===== src/rtl/axi_master_connector_reg_if.sv =====
// Request/response struct types and flat AXI master-side bus bundle.
// Package holds the pulp-style structs; interface carries m_axi_* wires.
package axi_master_connector_reg_pkg;

    localparam int unsigned ID_W   = 8;
    localparam int unsigned ADDR_W = 32;
    localparam int unsigned DATA_W = 32;
    localparam int unsigned STRB_W = DATA_W / 8;
    localparam int unsigned USER_W = 1;

    typedef struct packed {
        logic [ID_W-1:0]   id;
        logic [ADDR_W-1:0] addr;
        logic [7:0]        len;
        logic [2:0]        size;
        logic [1:0]        burst;
        logic              lock;
        logic [3:0]        cache;
        logic [2:0]        prot;
        logic [3:0]        qos;
        logic [3:0]        region;
        logic [5:0]        atop;
        logic [USER_W-1:0] user;
    } aw_chan_t;

    typedef struct packed {
        logic [DATA_W-1:0] data;
        logic [STRB_W-1:0] strb;
        logic              last;
        logic [USER_W-1:0] user;
    } w_chan_t;

    typedef struct packed {
        logic [ID_W-1:0]   id;
        logic [1:0]        resp;
        logic [USER_W-1:0] user;
    } b_chan_t;

    typedef struct packed {
        logic [ID_W-1:0]   id;
        logic [ADDR_W-1:0] addr;
        logic [7:0]        len;
        logic [2:0]        size;
        logic [1:0]        burst;
        logic              lock;
        logic [3:0]        cache;
        logic [2:0]        prot;
        logic [3:0]        qos;
        logic [3:0]        region;
        logic [USER_W-1:0] user;
    } ar_chan_t;

    typedef struct packed {
        logic [ID_W-1:0]   id;
        logic [DATA_W-1:0] data;
        logic [1:0]        resp;
        logic              last;
        logic [USER_W-1:0] user;
    } r_chan_t;

    typedef struct packed {
        aw_chan_t aw;
        logic     aw_valid;
        w_chan_t  w;
        logic     w_valid;
        logic     b_ready;
        ar_chan_t ar;
        logic     ar_valid;
        logic     r_ready;
    } axi_req_t;

    typedef struct packed {
        logic    aw_ready;
        logic    ar_ready;
        logic    w_ready;
        logic    b_valid;
        b_chan_t b;
        logic    r_valid;
        r_chan_t r;
    } axi_rsp_t;

endpackage

// Flat AXI bus. master = this connector, slave = external memory.
interface axi_master_connector_reg_if #(
    parameter int unsigned DATA_WIDTH   = 32,
    parameter int unsigned ADDR_WIDTH   = 32,
    parameter int unsigned STRB_WIDTH   = DATA_WIDTH / 8,
    parameter int unsigned ID_WIDTH     = 8,
    parameter int unsigned AWUSER_WIDTH = 1,
    parameter int unsigned WUSER_WIDTH  = 1,
    parameter int unsigned BUSER_WIDTH  = 1,
    parameter int unsigned ARUSER_WIDTH = 1,
    parameter int unsigned RUSER_WIDTH  = 1
);
    logic [ID_WIDTH-1:0]     m_axi_awid;
    logic [ADDR_WIDTH-1:0]   m_axi_awaddr;
    logic [7:0]              m_axi_awlen;
    logic [2:0]              m_axi_awsize;
    logic [1:0]              m_axi_awburst;
    logic                    m_axi_awlock;
    logic [3:0]              m_axi_awcache;
    logic [2:0]              m_axi_awprot;
    logic [3:0]              m_axi_awqos;
    logic [3:0]              m_axi_awregion;
    logic [AWUSER_WIDTH-1:0] m_axi_awuser;
    logic                    m_axi_awvalid;
    logic                    m_axi_awready;

    logic [DATA_WIDTH-1:0]   m_axi_wdata;
    logic [STRB_WIDTH-1:0]   m_axi_wstrb;
    logic                    m_axi_wlast;
    logic [WUSER_WIDTH-1:0]  m_axi_wuser;
    logic                    m_axi_wvalid;
    logic                    m_axi_wready;

    logic [ID_WIDTH-1:0]     m_axi_bid;
    logic [1:0]              m_axi_bresp;
    logic [BUSER_WIDTH-1:0]  m_axi_buser;
    logic                    m_axi_bvalid;
    logic                    m_axi_bready;

    logic [ID_WIDTH-1:0]     m_axi_arid;
    logic [ADDR_WIDTH-1:0]   m_axi_araddr;
    logic [7:0]              m_axi_arlen;
    logic [2:0]              m_axi_arsize;
    logic [1:0]              m_axi_arburst;
    logic                    m_axi_arlock;
    logic [3:0]              m_axi_arcache;
    logic [2:0]              m_axi_arprot;
    logic [3:0]              m_axi_arqos;
    logic [3:0]              m_axi_arregion;
    logic [ARUSER_WIDTH-1:0] m_axi_aruser;
    logic                    m_axi_arvalid;
    logic                    m_axi_arready;

    logic [ID_WIDTH-1:0]     m_axi_rid;
    logic [DATA_WIDTH-1:0]   m_axi_rdata;
    logic [1:0]              m_axi_rresp;
    logic                    m_axi_rlast;
    logic [RUSER_WIDTH-1:0]  m_axi_ruser;
    logic                    m_axi_rvalid;
    logic                    m_axi_rready;

    modport master (
        output m_axi_awid, m_axi_awaddr, m_axi_awlen, m_axi_awsize,
               m_axi_awburst, m_axi_awlock, m_axi_awcache, m_axi_awprot,
               m_axi_awqos, m_axi_awregion, m_axi_awuser, m_axi_awvalid,
        input  m_axi_awready,
        output m_axi_wdata, m_axi_wstrb, m_axi_wlast, m_axi_wuser,
               m_axi_wvalid,
        input  m_axi_wready,
        input  m_axi_bid, m_axi_bresp, m_axi_buser, m_axi_bvalid,
        output m_axi_bready,
        output m_axi_arid, m_axi_araddr, m_axi_arlen, m_axi_arsize,
               m_axi_arburst, m_axi_arlock, m_axi_arcache, m_axi_arprot,
               m_axi_arqos, m_axi_arregion, m_axi_aruser, m_axi_arvalid,
        input  m_axi_arready,
        input  m_axi_rid, m_axi_rdata, m_axi_rresp, m_axi_rlast,
               m_axi_ruser, m_axi_rvalid,
        output m_axi_rready
    );

    modport slave (
        input  m_axi_awid, m_axi_awaddr, m_axi_awlen, m_axi_awsize,
               m_axi_awburst, m_axi_awlock, m_axi_awcache, m_axi_awprot,
               m_axi_awqos, m_axi_awregion, m_axi_awuser, m_axi_awvalid,
        output m_axi_awready,
        input  m_axi_wdata, m_axi_wstrb, m_axi_wlast, m_axi_wuser,
               m_axi_wvalid,
        output m_axi_wready,
        output m_axi_bid, m_axi_bresp, m_axi_buser, m_axi_bvalid,
        input  m_axi_bready,
        input  m_axi_arid, m_axi_araddr, m_axi_arlen, m_axi_arsize,
               m_axi_arburst, m_axi_arlock, m_axi_arcache, m_axi_arprot,
               m_axi_arqos, m_axi_arregion, m_axi_aruser, m_axi_arvalid,
        output m_axi_arready,
        output m_axi_rid, m_axi_rdata, m_axi_rresp, m_axi_rlast,
               m_axi_ruser, m_axi_rvalid,
        input  m_axi_rready
    );
endinterface


===== src/rtl/axi_master_connector_reg.sv =====
// AXI master connector: pulp req/rsp structs to flat m_axi_* ports.
// Ports: clk_i, rst_i, axi_req_i, axi_resp_o, m_axi (master modport).

// 2-entry skid buffer; CUT=0 degenerates to wires.
module axi_master_connector_reg_skid #(
    parameter int unsigned WIDTH = 1,
    parameter bit          CUT   = 1'b1
) (
    input  logic             clk,
    input  logic             rst,
    input  logic             in_valid,
    output logic             in_ready,
    input  logic [WIDTH-1:0] in_data,
    output logic             out_valid,
    input  logic             out_ready,
    output logic [WIDTH-1:0] out_data
);
    if (CUT) begin : g_cut
        typedef enum logic [1:0] {EMPTY, ONE, FULL} state_t;

        state_t           state_q;
        state_t           state_d;
        logic [WIDTH-1:0] out_q;
        logic [WIDTH-1:0] skid_q;
        logic             push;
        logic             pop;
        logic             load_out;
        logic             load_skid;
        logic             sel_skid;

        assign in_ready  = (state_q != FULL);
        assign out_valid = (state_q != EMPTY);
        assign out_data  = out_q;
        assign push      = in_valid & in_ready;
        assign pop       = out_valid & out_ready;

        always_comb begin
            state_d   = state_q;
            load_out  = 1'b0;
            load_skid = 1'b0;
            sel_skid  = 1'b0;
            unique case (state_q)
                EMPTY: begin
                    if (push) begin
                        state_d  = ONE;
                        load_out = 1'b1;
                    end
                end
                ONE: begin
                    if (push && !pop) begin
                        state_d   = FULL;
                        load_skid = 1'b1;
                    end else if (push && pop) begin
                        load_out = 1'b1;
                    end else if (pop) begin
                        state_d = EMPTY;
                    end
                end
                FULL: begin
                    // Input is stalled here; only a pop moves the skid up.
                    if (pop) begin
                        state_d  = ONE;
                        load_out = 1'b1;
                        sel_skid = 1'b1;
                    end
                end
                default: state_d = EMPTY;
            endcase
        end

        always_ff @(posedge clk or posedge rst) begin
            if (rst) begin
                state_q <= EMPTY;
                out_q   <= '0;
                skid_q  <= '0;
            end else begin
                state_q <= state_d;
                if (load_out) begin
                    out_q <= sel_skid ? skid_q : in_data;
                end
                if (load_skid) begin
                    skid_q <= in_data;
                end
            end
        end
    end else begin : g_pass
        logic unused_clk_rst;

        assign unused_clk_rst = clk | rst;
        assign in_ready       = out_ready;
        assign out_valid      = in_valid;
        assign out_data       = in_data;
    end
endmodule

module axi_master_connector_reg #(
    parameter int unsigned DATA_WIDTH   = 32,
    parameter int unsigned ADDR_WIDTH   = 32,
    parameter int unsigned STRB_WIDTH   = DATA_WIDTH / 8,
    parameter int unsigned ID_WIDTH     = 8,
    parameter int unsigned AWUSER_WIDTH = 1,
    parameter int unsigned WUSER_WIDTH  = 1,
    parameter int unsigned BUSER_WIDTH  = 1,
    parameter int unsigned ARUSER_WIDTH = 1,
    parameter int unsigned RUSER_WIDTH  = 1,
    parameter bit          CUT_AW       = 1'b1,
    parameter bit          CUT_W        = 1'b1,
    parameter bit          CUT_B        = 1'b1,
    parameter bit          CUT_AR       = 1'b1,
    parameter bit          CUT_R        = 1'b1,
    parameter type axi_req_t = axi_master_connector_reg_pkg::axi_req_t,
    parameter type axi_rsp_t = axi_master_connector_reg_pkg::axi_rsp_t
) (
    input  logic     clk_i,
    input  logic     rst_i,
    input  axi_req_t axi_req_i,
    output axi_rsp_t axi_resp_o,
    axi_master_connector_reg_if.master m_axi
);
    // AX payload without user: id addr len size burst lock cache prot qos region
    localparam int unsigned AX_W = ID_WIDTH + ADDR_WIDTH + 8 + 3 + 2 + 1
                                 + 4 + 3 + 4 + 4;
    localparam int unsigned AW_W = AX_W + AWUSER_WIDTH;
    localparam int unsigned AR_W = AX_W + ARUSER_WIDTH;
    localparam int unsigned W_W  = DATA_WIDTH + STRB_WIDTH + 1 + WUSER_WIDTH;
    localparam int unsigned B_W  = ID_WIDTH + 2 + BUSER_WIDTH;
    localparam int unsigned R_W  = ID_WIDTH + DATA_WIDTH + 2 + 1 + RUSER_WIDTH;

    logic [AW_W-1:0] aw_in;
    logic [AW_W-1:0] aw_out;
    logic [W_W-1:0]  w_in;
    logic [W_W-1:0]  w_out;
    logic [B_W-1:0]  b_in;
    logic [B_W-1:0]  b_out;
    logic [AR_W-1:0] ar_in;
    logic [AR_W-1:0] ar_out;
    logic [R_W-1:0]  r_in;
    logic [R_W-1:0]  r_out;
    logic            aw_ready;
    logic            w_ready;
    logic            ar_ready;
    logic            b_valid;
    logic            r_valid;

    // atop has no flat port; it is checked below rather than carried.
    assign aw_in = {
        axi_req_i.aw.id, axi_req_i.aw.addr, axi_req_i.aw.len,
        axi_req_i.aw.size, axi_req_i.aw.burst, axi_req_i.aw.lock,
        axi_req_i.aw.cache, axi_req_i.aw.prot, axi_req_i.aw.qos,
        axi_req_i.aw.region, axi_req_i.aw.user
    };
    assign {
        m_axi.m_axi_awid, m_axi.m_axi_awaddr, m_axi.m_axi_awlen,
        m_axi.m_axi_awsize, m_axi.m_axi_awburst, m_axi.m_axi_awlock,
        m_axi.m_axi_awcache, m_axi.m_axi_awprot, m_axi.m_axi_awqos,
        m_axi.m_axi_awregion, m_axi.m_axi_awuser
    } = aw_out;

    assign w_in = {
        axi_req_i.w.data, axi_req_i.w.strb,
        axi_req_i.w.last, axi_req_i.w.user
    };
    assign {
        m_axi.m_axi_wdata, m_axi.m_axi_wstrb,
        m_axi.m_axi_wlast, m_axi.m_axi_wuser
    } = w_out;

    assign ar_in = {
        axi_req_i.ar.id, axi_req_i.ar.addr, axi_req_i.ar.len,
        axi_req_i.ar.size, axi_req_i.ar.burst, axi_req_i.ar.lock,
        axi_req_i.ar.cache, axi_req_i.ar.prot, axi_req_i.ar.qos,
        axi_req_i.ar.region, axi_req_i.ar.user
    };
    assign {
        m_axi.m_axi_arid, m_axi.m_axi_araddr, m_axi.m_axi_arlen,
        m_axi.m_axi_arsize, m_axi.m_axi_arburst, m_axi.m_axi_arlock,
        m_axi.m_axi_arcache, m_axi.m_axi_arprot, m_axi.m_axi_arqos,
        m_axi.m_axi_arregion, m_axi.m_axi_aruser
    } = ar_out;

    assign b_in = {m_axi.m_axi_bid, m_axi.m_axi_bresp, m_axi.m_axi_buser};

    assign r_in = {
        m_axi.m_axi_rid, m_axi.m_axi_rdata, m_axi.m_axi_rresp,
        m_axi.m_axi_rlast, m_axi.m_axi_ruser
    };

    axi_master_connector_reg_skid #(.WIDTH(AW_W), .CUT(CUT_AW)) u_aw (
        .clk       (clk_i),
        .rst       (rst_i),
        .in_valid  (axi_req_i.aw_valid),
        .in_ready  (aw_ready),
        .in_data   (aw_in),
        .out_valid (m_axi.m_axi_awvalid),
        .out_ready (m_axi.m_axi_awready),
        .out_data  (aw_out)
    );

    axi_master_connector_reg_skid #(.WIDTH(W_W), .CUT(CUT_W)) u_w (
        .clk       (clk_i),
        .rst       (rst_i),
        .in_valid  (axi_req_i.w_valid),
        .in_ready  (w_ready),
        .in_data   (w_in),
        .out_valid (m_axi.m_axi_wvalid),
        .out_ready (m_axi.m_axi_wready),
        .out_data  (w_out)
    );

    axi_master_connector_reg_skid #(.WIDTH(B_W), .CUT(CUT_B)) u_b (
        .clk       (clk_i),
        .rst       (rst_i),
        .in_valid  (m_axi.m_axi_bvalid),
        .in_ready  (m_axi.m_axi_bready),
        .in_data   (b_in),
        .out_valid (b_valid),
        .out_ready (axi_req_i.b_ready),
        .out_data  (b_out)
    );

    axi_master_connector_reg_skid #(.WIDTH(AR_W), .CUT(CUT_AR)) u_ar (
        .clk       (clk_i),
        .rst       (rst_i),
        .in_valid  (axi_req_i.ar_valid),
        .in_ready  (ar_ready),
        .in_data   (ar_in),
        .out_valid (m_axi.m_axi_arvalid),
        .out_ready (m_axi.m_axi_arready),
        .out_data  (ar_out)
    );

    axi_master_connector_reg_skid #(.WIDTH(R_W), .CUT(CUT_R)) u_r (
        .clk       (clk_i),
        .rst       (rst_i),
        .in_valid  (m_axi.m_axi_rvalid),
        .in_ready  (m_axi.m_axi_rready),
        .in_data   (r_in),
        .out_valid (r_valid),
        .out_ready (axi_req_i.r_ready),
        .out_data  (r_out)
    );

    always_comb begin
        axi_resp_o          = '0;
        axi_resp_o.aw_ready = aw_ready;
        axi_resp_o.w_ready  = w_ready;
        axi_resp_o.ar_ready = ar_ready;
        axi_resp_o.b_valid  = b_valid;
        axi_resp_o.r_valid  = r_valid;
        {axi_resp_o.b.id, axi_resp_o.b.resp, axi_resp_o.b.user} = b_out;
        {
            axi_resp_o.r.id, axi_resp_o.r.data, axi_resp_o.r.resp,
            axi_resp_o.r.last, axi_resp_o.r.user
        } = r_out;
    end

    // Atomics cannot be expressed on the flat ports.
    aw_atop_unsupported: assert property (
        @(posedge clk_i) disable iff (rst_i)
        axi_req_i.aw_valid |-> (axi_req_i.aw.atop == '0)
    );
endmodule


===== src/flat_wrapper.sv =====
// flat-port wrapper written by rule: the top's interface ports become plain ports
module axi_master_connector_reg_flat 
#(
    parameter int unsigned DATA_WIDTH   = 32,
    parameter int unsigned ADDR_WIDTH   = 32,
    parameter int unsigned STRB_WIDTH   = DATA_WIDTH / 8,
    parameter int unsigned ID_WIDTH     = 8,
    parameter int unsigned AWUSER_WIDTH = 1,
    parameter int unsigned WUSER_WIDTH  = 1,
    parameter int unsigned BUSER_WIDTH  = 1,
    parameter int unsigned ARUSER_WIDTH = 1,
    parameter int unsigned RUSER_WIDTH  = 1,
    parameter bit          CUT_AW       = 1'b1,
    parameter bit          CUT_W        = 1'b1,
    parameter bit          CUT_B        = 1'b1,
    parameter bit          CUT_AR       = 1'b1,
    parameter bit          CUT_R        = 1'b1,
    parameter type axi_req_t = axi_master_connector_reg_pkg::axi_req_t,
    parameter type axi_rsp_t = axi_master_connector_reg_pkg::axi_rsp_t
)
  (clk_i, rst_i, axi_req_i, axi_resp_o, m_axi_m_axi_awid, m_axi_m_axi_awaddr, m_axi_m_axi_awlen, m_axi_m_axi_awsize, m_axi_m_axi_awburst, m_axi_m_axi_awlock, m_axi_m_axi_awcache, m_axi_m_axi_awprot, m_axi_m_axi_awqos, m_axi_m_axi_awregion, m_axi_m_axi_awuser, m_axi_m_axi_awvalid, m_axi_m_axi_awready, m_axi_m_axi_wdata, m_axi_m_axi_wstrb, m_axi_m_axi_wlast, m_axi_m_axi_wuser, m_axi_m_axi_wvalid, m_axi_m_axi_wready, m_axi_m_axi_bid, m_axi_m_axi_bresp, m_axi_m_axi_buser, m_axi_m_axi_bvalid, m_axi_m_axi_bready, m_axi_m_axi_arid, m_axi_m_axi_araddr, m_axi_m_axi_arlen, m_axi_m_axi_arsize, m_axi_m_axi_arburst, m_axi_m_axi_arlock, m_axi_m_axi_arcache, m_axi_m_axi_arprot, m_axi_m_axi_arqos, m_axi_m_axi_arregion, m_axi_m_axi_aruser, m_axi_m_axi_arvalid, m_axi_m_axi_arready, m_axi_m_axi_rid, m_axi_m_axi_rdata, m_axi_m_axi_rresp, m_axi_m_axi_rlast, m_axi_m_axi_ruser, m_axi_m_axi_rvalid, m_axi_m_axi_rready);
  axi_master_connector_reg_if #(.DATA_WIDTH(DATA_WIDTH), .ADDR_WIDTH(ADDR_WIDTH), .STRB_WIDTH(STRB_WIDTH), .ID_WIDTH(ID_WIDTH), .AWUSER_WIDTH(AWUSER_WIDTH), .WUSER_WIDTH(WUSER_WIDTH), .BUSER_WIDTH(BUSER_WIDTH), .ARUSER_WIDTH(ARUSER_WIDTH), .RUSER_WIDTH(RUSER_WIDTH)) m_axi_i ();
  input  logic clk_i;
  input  logic rst_i;
  input  axi_req_t axi_req_i;
  output axi_rsp_t axi_resp_o;
  output wire logic [$bits(m_axi_i.m_axi_awid)-1:0] m_axi_m_axi_awid;
  output wire logic [$bits(m_axi_i.m_axi_awaddr)-1:0] m_axi_m_axi_awaddr;
  output wire logic [$bits(m_axi_i.m_axi_awlen)-1:0] m_axi_m_axi_awlen;
  output wire logic [$bits(m_axi_i.m_axi_awsize)-1:0] m_axi_m_axi_awsize;
  output wire logic [$bits(m_axi_i.m_axi_awburst)-1:0] m_axi_m_axi_awburst;
  output wire logic [$bits(m_axi_i.m_axi_awlock)-1:0] m_axi_m_axi_awlock;
  output wire logic [$bits(m_axi_i.m_axi_awcache)-1:0] m_axi_m_axi_awcache;
  output wire logic [$bits(m_axi_i.m_axi_awprot)-1:0] m_axi_m_axi_awprot;
  output wire logic [$bits(m_axi_i.m_axi_awqos)-1:0] m_axi_m_axi_awqos;
  output wire logic [$bits(m_axi_i.m_axi_awregion)-1:0] m_axi_m_axi_awregion;
  output wire logic [$bits(m_axi_i.m_axi_awuser)-1:0] m_axi_m_axi_awuser;
  output wire logic [$bits(m_axi_i.m_axi_awvalid)-1:0] m_axi_m_axi_awvalid;
  input wire logic [$bits(m_axi_i.m_axi_awready)-1:0] m_axi_m_axi_awready;
  output wire logic [$bits(m_axi_i.m_axi_wdata)-1:0] m_axi_m_axi_wdata;
  output wire logic [$bits(m_axi_i.m_axi_wstrb)-1:0] m_axi_m_axi_wstrb;
  output wire logic [$bits(m_axi_i.m_axi_wlast)-1:0] m_axi_m_axi_wlast;
  output wire logic [$bits(m_axi_i.m_axi_wuser)-1:0] m_axi_m_axi_wuser;
  output wire logic [$bits(m_axi_i.m_axi_wvalid)-1:0] m_axi_m_axi_wvalid;
  input wire logic [$bits(m_axi_i.m_axi_wready)-1:0] m_axi_m_axi_wready;
  input wire logic [$bits(m_axi_i.m_axi_bid)-1:0] m_axi_m_axi_bid;
  input wire logic [$bits(m_axi_i.m_axi_bresp)-1:0] m_axi_m_axi_bresp;
  input wire logic [$bits(m_axi_i.m_axi_buser)-1:0] m_axi_m_axi_buser;
  input wire logic [$bits(m_axi_i.m_axi_bvalid)-1:0] m_axi_m_axi_bvalid;
  output wire logic [$bits(m_axi_i.m_axi_bready)-1:0] m_axi_m_axi_bready;
  output wire logic [$bits(m_axi_i.m_axi_arid)-1:0] m_axi_m_axi_arid;
  output wire logic [$bits(m_axi_i.m_axi_araddr)-1:0] m_axi_m_axi_araddr;
  output wire logic [$bits(m_axi_i.m_axi_arlen)-1:0] m_axi_m_axi_arlen;
  output wire logic [$bits(m_axi_i.m_axi_arsize)-1:0] m_axi_m_axi_arsize;
  output wire logic [$bits(m_axi_i.m_axi_arburst)-1:0] m_axi_m_axi_arburst;
  output wire logic [$bits(m_axi_i.m_axi_arlock)-1:0] m_axi_m_axi_arlock;
  output wire logic [$bits(m_axi_i.m_axi_arcache)-1:0] m_axi_m_axi_arcache;
  output wire logic [$bits(m_axi_i.m_axi_arprot)-1:0] m_axi_m_axi_arprot;
  output wire logic [$bits(m_axi_i.m_axi_arqos)-1:0] m_axi_m_axi_arqos;
  output wire logic [$bits(m_axi_i.m_axi_arregion)-1:0] m_axi_m_axi_arregion;
  output wire logic [$bits(m_axi_i.m_axi_aruser)-1:0] m_axi_m_axi_aruser;
  output wire logic [$bits(m_axi_i.m_axi_arvalid)-1:0] m_axi_m_axi_arvalid;
  input wire logic [$bits(m_axi_i.m_axi_arready)-1:0] m_axi_m_axi_arready;
  input wire logic [$bits(m_axi_i.m_axi_rid)-1:0] m_axi_m_axi_rid;
  input wire logic [$bits(m_axi_i.m_axi_rdata)-1:0] m_axi_m_axi_rdata;
  input wire logic [$bits(m_axi_i.m_axi_rresp)-1:0] m_axi_m_axi_rresp;
  input wire logic [$bits(m_axi_i.m_axi_rlast)-1:0] m_axi_m_axi_rlast;
  input wire logic [$bits(m_axi_i.m_axi_ruser)-1:0] m_axi_m_axi_ruser;
  input wire logic [$bits(m_axi_i.m_axi_rvalid)-1:0] m_axi_m_axi_rvalid;
  output wire logic [$bits(m_axi_i.m_axi_rready)-1:0] m_axi_m_axi_rready;
  assign m_axi_m_axi_awid = m_axi_i.m_axi_awid;
  assign m_axi_m_axi_awaddr = m_axi_i.m_axi_awaddr;
  assign m_axi_m_axi_awlen = m_axi_i.m_axi_awlen;
  assign m_axi_m_axi_awsize = m_axi_i.m_axi_awsize;
  assign m_axi_m_axi_awburst = m_axi_i.m_axi_awburst;
  assign m_axi_m_axi_awlock = m_axi_i.m_axi_awlock;
  assign m_axi_m_axi_awcache = m_axi_i.m_axi_awcache;
  assign m_axi_m_axi_awprot = m_axi_i.m_axi_awprot;
  assign m_axi_m_axi_awqos = m_axi_i.m_axi_awqos;
  assign m_axi_m_axi_awregion = m_axi_i.m_axi_awregion;
  assign m_axi_m_axi_awuser = m_axi_i.m_axi_awuser;
  assign m_axi_m_axi_awvalid = m_axi_i.m_axi_awvalid;
  assign m_axi_i.m_axi_awready = m_axi_m_axi_awready;
  assign m_axi_m_axi_wdata = m_axi_i.m_axi_wdata;
  assign m_axi_m_axi_wstrb = m_axi_i.m_axi_wstrb;
  assign m_axi_m_axi_wlast = m_axi_i.m_axi_wlast;
  assign m_axi_m_axi_wuser = m_axi_i.m_axi_wuser;
  assign m_axi_m_axi_wvalid = m_axi_i.m_axi_wvalid;
  assign m_axi_i.m_axi_wready = m_axi_m_axi_wready;
  assign m_axi_i.m_axi_bid = m_axi_m_axi_bid;
  assign m_axi_i.m_axi_bresp = m_axi_m_axi_bresp;
  assign m_axi_i.m_axi_buser = m_axi_m_axi_buser;
  assign m_axi_i.m_axi_bvalid = m_axi_m_axi_bvalid;
  assign m_axi_m_axi_bready = m_axi_i.m_axi_bready;
  assign m_axi_m_axi_arid = m_axi_i.m_axi_arid;
  assign m_axi_m_axi_araddr = m_axi_i.m_axi_araddr;
  assign m_axi_m_axi_arlen = m_axi_i.m_axi_arlen;
  assign m_axi_m_axi_arsize = m_axi_i.m_axi_arsize;
  assign m_axi_m_axi_arburst = m_axi_i.m_axi_arburst;
  assign m_axi_m_axi_arlock = m_axi_i.m_axi_arlock;
  assign m_axi_m_axi_arcache = m_axi_i.m_axi_arcache;
  assign m_axi_m_axi_arprot = m_axi_i.m_axi_arprot;
  assign m_axi_m_axi_arqos = m_axi_i.m_axi_arqos;
  assign m_axi_m_axi_arregion = m_axi_i.m_axi_arregion;
  assign m_axi_m_axi_aruser = m_axi_i.m_axi_aruser;
  assign m_axi_m_axi_arvalid = m_axi_i.m_axi_arvalid;
  assign m_axi_i.m_axi_arready = m_axi_m_axi_arready;
  assign m_axi_i.m_axi_rid = m_axi_m_axi_rid;
  assign m_axi_i.m_axi_rdata = m_axi_m_axi_rdata;
  assign m_axi_i.m_axi_rresp = m_axi_m_axi_rresp;
  assign m_axi_i.m_axi_rlast = m_axi_m_axi_rlast;
  assign m_axi_i.m_axi_ruser = m_axi_m_axi_ruser;
  assign m_axi_i.m_axi_rvalid = m_axi_m_axi_rvalid;
  assign m_axi_m_axi_rready = m_axi_i.m_axi_rready;
  axi_master_connector_reg #(.DATA_WIDTH(DATA_WIDTH), .ADDR_WIDTH(ADDR_WIDTH), .STRB_WIDTH(STRB_WIDTH), .ID_WIDTH(ID_WIDTH), .AWUSER_WIDTH(AWUSER_WIDTH), .WUSER_WIDTH(WUSER_WIDTH), .BUSER_WIDTH(BUSER_WIDTH), .ARUSER_WIDTH(ARUSER_WIDTH), .RUSER_WIDTH(RUSER_WIDTH), .CUT_AW(CUT_AW), .CUT_W(CUT_W), .CUT_B(CUT_B), .CUT_AR(CUT_AR), .CUT_R(CUT_R), .axi_req_t(axi_req_t), .axi_rsp_t(axi_rsp_t)) u_core (.clk_i(clk_i), .rst_i(rst_i), .axi_req_i(axi_req_i), .axi_resp_o(axi_resp_o), .m_axi(m_axi_i));
endmodule

===== config.mk =====
export PLATFORM = sky130hd
export DESIGN_NAME = axi_master_connector_reg_flat
export DESIGN_NICKNAME = d
export VERILOG_FILES = /design/src/rtl/axi_master_connector_reg_if.sv /design/src/rtl/axi_master_connector_reg.sv /design/src/flat_wrapper.sv
export SDC_FILE = /design/constraint.sdc
export NUM_CORES = 1
export LEC_CHECK = 0
export BUFFER_PORTS_ARGS = -buffer_cell sky130_fd_sc_hd__buf_2
export CAP_MARGIN = 20
export CORE_MARGIN = 8
export CORE_UTILIZATION = 45
export CTS_CLUSTER_SIZE = 14
export DETAILED_ROUTE_END_ITERATION = 7
export PLACE_DENSITY = 0.74
export SYNTH_ARGS = -nofsm -noshare
export SYNTH_HDL_FRONTEND = slang
export SYNTH_SLANG_ARGS = --single-unit

===== constraint.sdc =====
create_clock -name clk_i -period 40.4 [get_ports clk_i]
set_clock_uncertainty 0.2 [all_clocks]
set_input_delay 2.02 -clock clk_i [delete_from_list [all_inputs] [get_ports clk_i]]
set_output_delay 2.02 -clock clk_i [all_outputs]
set_load 0.01 [all_outputs]

======== Word level (Yosys, flattened, before mapping) ========
Index checks and enable logic that the tools add are counted.
Widths: inputs -> output; s select.
storage, ports and cells
  word-level logic and storage cells ...... 165
  flip-flop bits (word level) ............. 476
  bits of input ports ..................... 251
operators by class
  eq/ne operators ......................... 35
  bitwise operators ....................... 10
  multiplexer cells ....................... 75
  reductions and logical operators ........ 30
operators by type and width
  kind                count
  $mux 70             2
  $mux 2              25
  $mux 44             1
  $mux 38             1
  $mux 1              35
  $ne 2x2->1 const B  15
  $ne 3x3->1 const B  10
  $pmux 2 s3          5
  $reduce_and 4->1    5
  $pmux 1 s3          5
  $mux 11             1
  $and 1x1->1         10
  $eq 2x1->1 const B  5
  $eq 2x2->1 const B  5
  $logic_and 1x1->1   10
  $logic_not 2->1     5
  $reduce_bool 2->1   5
  $logic_not 1->1     5

======== Logic depth before layout (Yosys ltp) ========
  depth after elaboration ................. 6
  depth in mapped cells ................... 6
  mapped depth without buffers ............ 3

======== Cells and area by module ========
From an unflattened synthesis, not the netlist that was laid out.
second synthesis, totals
  cells, all modules ...................... 1348
  area total of the unflattened synthesis .. 21355.5 µm²
by module, submodules not included
  module                                            cells each  instances  area each (µm²)  seq. area each (µm²)
  axi_master_connector_reg_skid at u_core.u_ar ...  395         2          6353.6           3553.4
  axi_master_connector_reg_skid at u_core.u_r       256         1          3948.8           2252.2
  axi_master_connector_reg_skid at u_core.u_w       224         1          3480.8           1951.9
  axi_master_connector_reg_skid at u_core.u_b       73          1          1181.1           600.6
  axi_master_connector_reg                          5           1          37.5             0.0

======== Worst setup path after synthesis ========
OpenSTA, ideal clock, no wires.
  path kind ............................... input to register
  start point ............................. input port m_axi_m_axi_wready
  end point ............................... register u_core.u_w.g_cut.out_q[0] (netlist: u_core.u_w.out_data[0])
  stages .................................. 5
  slack ................................... 36.890 ns
  path buffers ............................ 2
  arrival ................................. 3.182 ns
  path through ............................ buf_2 -> nand3b_4 -> clkbuf_1 -> mux2_2 -> mux2_1
on the way
  longest elaborated chain between the ends .. 5
  elaborated cells between the ends (all ways) .. 10
  those cells by class .................... mux (6); bitwise (1); reduce/logical (3)
RTL lines
  what                                                         line                                                            RTL
  start: declaration                                           flat_wrapper.sv:45                                              input wire logic [$bits(m_axi_i.m_axi_wready)-1:0] m_axi_m_axi_wready;
  $and 1x1->1 *                                                axi_master_connector_reg.sv:35                                  assign pop = out_valid & out_ready;
  $logic_and 1x1->1 / $logic_not 1->1 (equally long branches)  axi_master_connector_reg.sv:53, axi_master_connector_reg.sv:50
  $mux 1 / $logic_and 1x1->1 (equally long branches)           axi_master_connector_reg.sv:53, axi_master_connector_reg.sv:50
  $mux 1                                                       axi_master_connector_reg.sv:50                                  if (push && !pop) begin
  $pmux 1 s3                                                   axi_master_connector_reg.sv:42                                  unique case (state_q)
  end signal: assignment                                       axi_master_connector_reg.sv:79                                  out_q <= sel_skid ? skid_q : in_data;
  end: declaration                                             axi_master_connector_reg.sv:23                                  logic [WIDTH-1:0] out_q;
Mark *: on every way between the ends. The rest lies on a longest branch, timed or not.
A chain may end at the register's enable or synchronous reset.

==> metrics.txt <==
final-report hold violation count=0; Max H-tree Level=2; hold buffers post-CTS=0; WL final=between 50,000 and 60,000 um; via density per instance=5.27; Core Region=roughly 0.047 sq mm; Die W=234 um; VDD IR max=roughly 0.041 mV; internal power=1.15 mW; vias in the first global route=approximately 15,000; Syn Nets=between 1,500 and 2,000; Longest Clk Path Bufs=3; sw frac=0.290; Final nets=about 2,200; Crit path largest cell delay=about 840 ps; Synth warnings=0; wire length per cell=20.4 um; Top delay family on crit path=buffers and inverters; synthesized area=around 0.021 sq mm; DRT Pass-1 Iters=5; TritonCTS buffer count=50; I/O pin cnt=494; measured slew at the worst slew-check pin=1040 ps; Final period util=0.102; # clock sinks=476; GP Congestion=between 0.7 and 0.8; synth unique cells=31; DP Worst Slack=35,540 ps; Avg Inst Size Synth=around 15 sq um; Setup TNS=0 ps; post-CTS sizing=0; Fmax=0.242 GHz; Static Leak=roughly 12 nW; Multi-input gate area=0.00880 sq mm; DRC Markers=0; WS Path Type=input pin to async pin; Hold WC Path Type=flop to flop; Slew Limit Fails=0; number of antenna violations at the first check in global routing=27; Reg power frac=0.455; clock slew at reported path FFs=roughly 60 ps; FF+latch area=0.0119 sq mm; Slew HR=0.307; All-Layer GR Usage=0.187; slowest cell on the critical path=buf_4; clk_lat worst skew=approximately 570 ps; worst-path maximum fanout=139; status=complete, no violations; crit end category=async pin; I/O Buffers=slightly below 500; DP HPWL=between 30,000 and 40,000 um; Pwr Density=62.7 mW/mm^2; DRT antenna net count=0; Die Height=approximately 230 um; root buf cell=clkbuf_16; first-pass GRT wire length=roughly 82,000 um; layout cells sized above 1=0.584; Synth-to-Final Area Change=20.9%; post-CTS setup buffer count=0; Critical Path RT=about 41,000 ps; Synth Register Bits=476; grt ovf=0; # Max-Cap Violations=0; drt initial violations=between 600 and 700; Final setup violation count=0; crit path DAT=4510 ps; cells along the critical path=buf_2 > inv_8 > buf_4 > buf_4; critical path buffer and inverter count=4; CP dominant cell by count=buf_4; Critical Path Source Type=input pin; Clock power frac=0.285; Comb power frac=0.260; unrepaired setup endpoints after global routing=false; initial core utilization=0.457; pin count of the biggest net entering global routing=140; total number of vias=~14,000; Synth Instances=~1,500; switching power=approximately 470 uW; Seq/Total Area, Yosys=0.559; Filler Cells Inserted=between 3,000 and 4,000; flop2flop setup slack=roughly 37,000 ps; Die Footprint=~0.055 sq mm; final worst slack=36,260 ps; shortest period the worst path allows=between 4000 and 5000 ps; number of cell rows=79; CTS tree=built
## flip-flops by register name, indices dropped and copies added (netlist names), 11 cells and up
signal and cells:
u_core.u_ar.g_cut.skid_q 70, u_core.u_ar.out_data 70, u_core.u_aw.g_cut.skid_q 70, u_core.u_aw.out_data 70, u_core.u_r.g_cut.skid_q 44, u_core.u_r.out_data 44
u_core.u_w.g_cut.skid_q 38, u_core.u_w.out_data 38, u_core.u_b.g_cut.skid_q 11, u_core.u_b.out_data 11
## metal layers
layer	share of wire	track usage
met1	0.40	0.226
met2	0.49	0.310
met3	0.080	0.0641
met4	0.028	0.0649
met5	0.0029	0
## area by class of cell
cell class,instances,share of cell area
flip-flops and latches,476,0.462
multi-input cells,875,0.341
repair buffers,507,0.101
clock buffers,77,0.0604
well taps,607,0.0295
clock inverters,11,0.00417
diodes,15,0.00146
inverters,1,0.000437
## power groups by stage
stage	registers (mW)	clock network (mW)	logic (mW)
6_report	0.736	0.462	0.420
5_1_grt	0.758	0.495	0.454
4_1_cts	0.736	0.475	0.428
3_5_place_dp	0.742	0	0.426
3_3_place_gp	0.728	0	0.413
2_1_floorplan	0.759	0	0.245
## placed cells by master, fill, tap and decap left out, drive strengths merged
master	n
o22ai	8
diode	15
nand3	56
nand2	2
inv	1
clkbuf	77
o21ai	56
or2	5
clkinv	8
nand2b	13
bufinv	2
clkinvlp	1
mux2	587
dfrtp	476
nor3b	1
a21oi	4
and3b	1
a31oi	56
mux2i	8
buf	507
nand3b	5
nor2b	9
nor2	60
o2bb2ai	4
## metrics by stage
| step | std cells | cell area (sq um) | utilization | total power, mW | hold WS (ps) |
|---|---|---|---|---|---|
| after floorplan | 1450 | 21300 | - | 1.00 | 254 |
| after global placement | 2464 | 24100 | 0.516 | 1.14 | 263 |
| after detailed placement | 2465 | 24100 | 0.516 | 1.17 | 272 |
| after CTS | 2553 | 25700 | 0.552 | 1.64 | 289 |
| after global routing | 2566 | 25800 | 0.553 | 1.71 | 305 |
| final | 2569 | 25800 | 0.553 | 1.62 | 285 |
## worst register-to-register path, delay by kind of cell (launching register included)
family                 cells  cell delay, ps
AND/OR/NAND/NOR            2            1120
multiplexers               1             420
buffers and inverters      1             620
flip-flops                 1             450
## kinds of logic after synthesis
group                  count (synthesis)  share of synthesized area
flip-flops                           476                      0.559
multiplexers                         595                      0.338
AO/OA/AOI/OAI                        128                     0.0354
AND/OR/NAND/NOR                      152                     0.0356
buffers and inverters                 99                     0.0321
## final timing paths
kind                       cells past startpoint                                        to                                startpoint
hold reg to reg                                1   u_core.u_r.g_cut.skid_q[28]$_DFFE_PP0P_   u_core.u_r.g_cut.skid_q[28]$_DFFE_PP0P_
min in group asynchronous                      2        u_core.u_b.out_data[8]$_DFFE_PP0P_                                     rst_i
max in group clk_i                             5  u_core.u_ar.g_cut.skid_q[31]$_DFFE_PP0P_                       m_axi_m_axi_arready
hold / removal                                 1   u_core.u_r.g_cut.skid_q[28]$_DFFE_PP0P_   u_core.u_r.g_cut.skid_q[28]$_DFFE_PP0P_
setup / recovery                               4    u_core.u_r.g_cut.skid_q[8]$_DFFE_PP0P_                                     rst_i
setup reg to reg                               4  u_core.u_ar.g_cut.skid_q[31]$_DFFE_PP0P_  u_core.u_ar.g_cut.state_q[1]$_DFFE_PP0P_
## synth_stat cells, drive strengths merged
cell | n | area (sq um)
clkbuf | 25 | 93.8
mux2 | 587 | 7140
nand2b | 13 | 81.3
nand3 | 56 | 280
dfrtp | 476 | 11900
o2bb2ai | 4 | 53.8
nor3b | 1 | 7.51
nand3b | 5 | 50.1
a31oi | 56 | 350
o21ai | 56 | 280
buf | 73 | 587
mux2i | 8 | 80.1
inv | 1 | 3.75
o22ai | 8 | 50.1
nor2b | 9 | 56.3
a21oi | 4 | 20.0
and3b | 1 | 8.76
or2 | 5 | 31.3
nor2 | 60 | 235
nand2 | 2 | 7.51
Power figures use the tool's default switching activity.
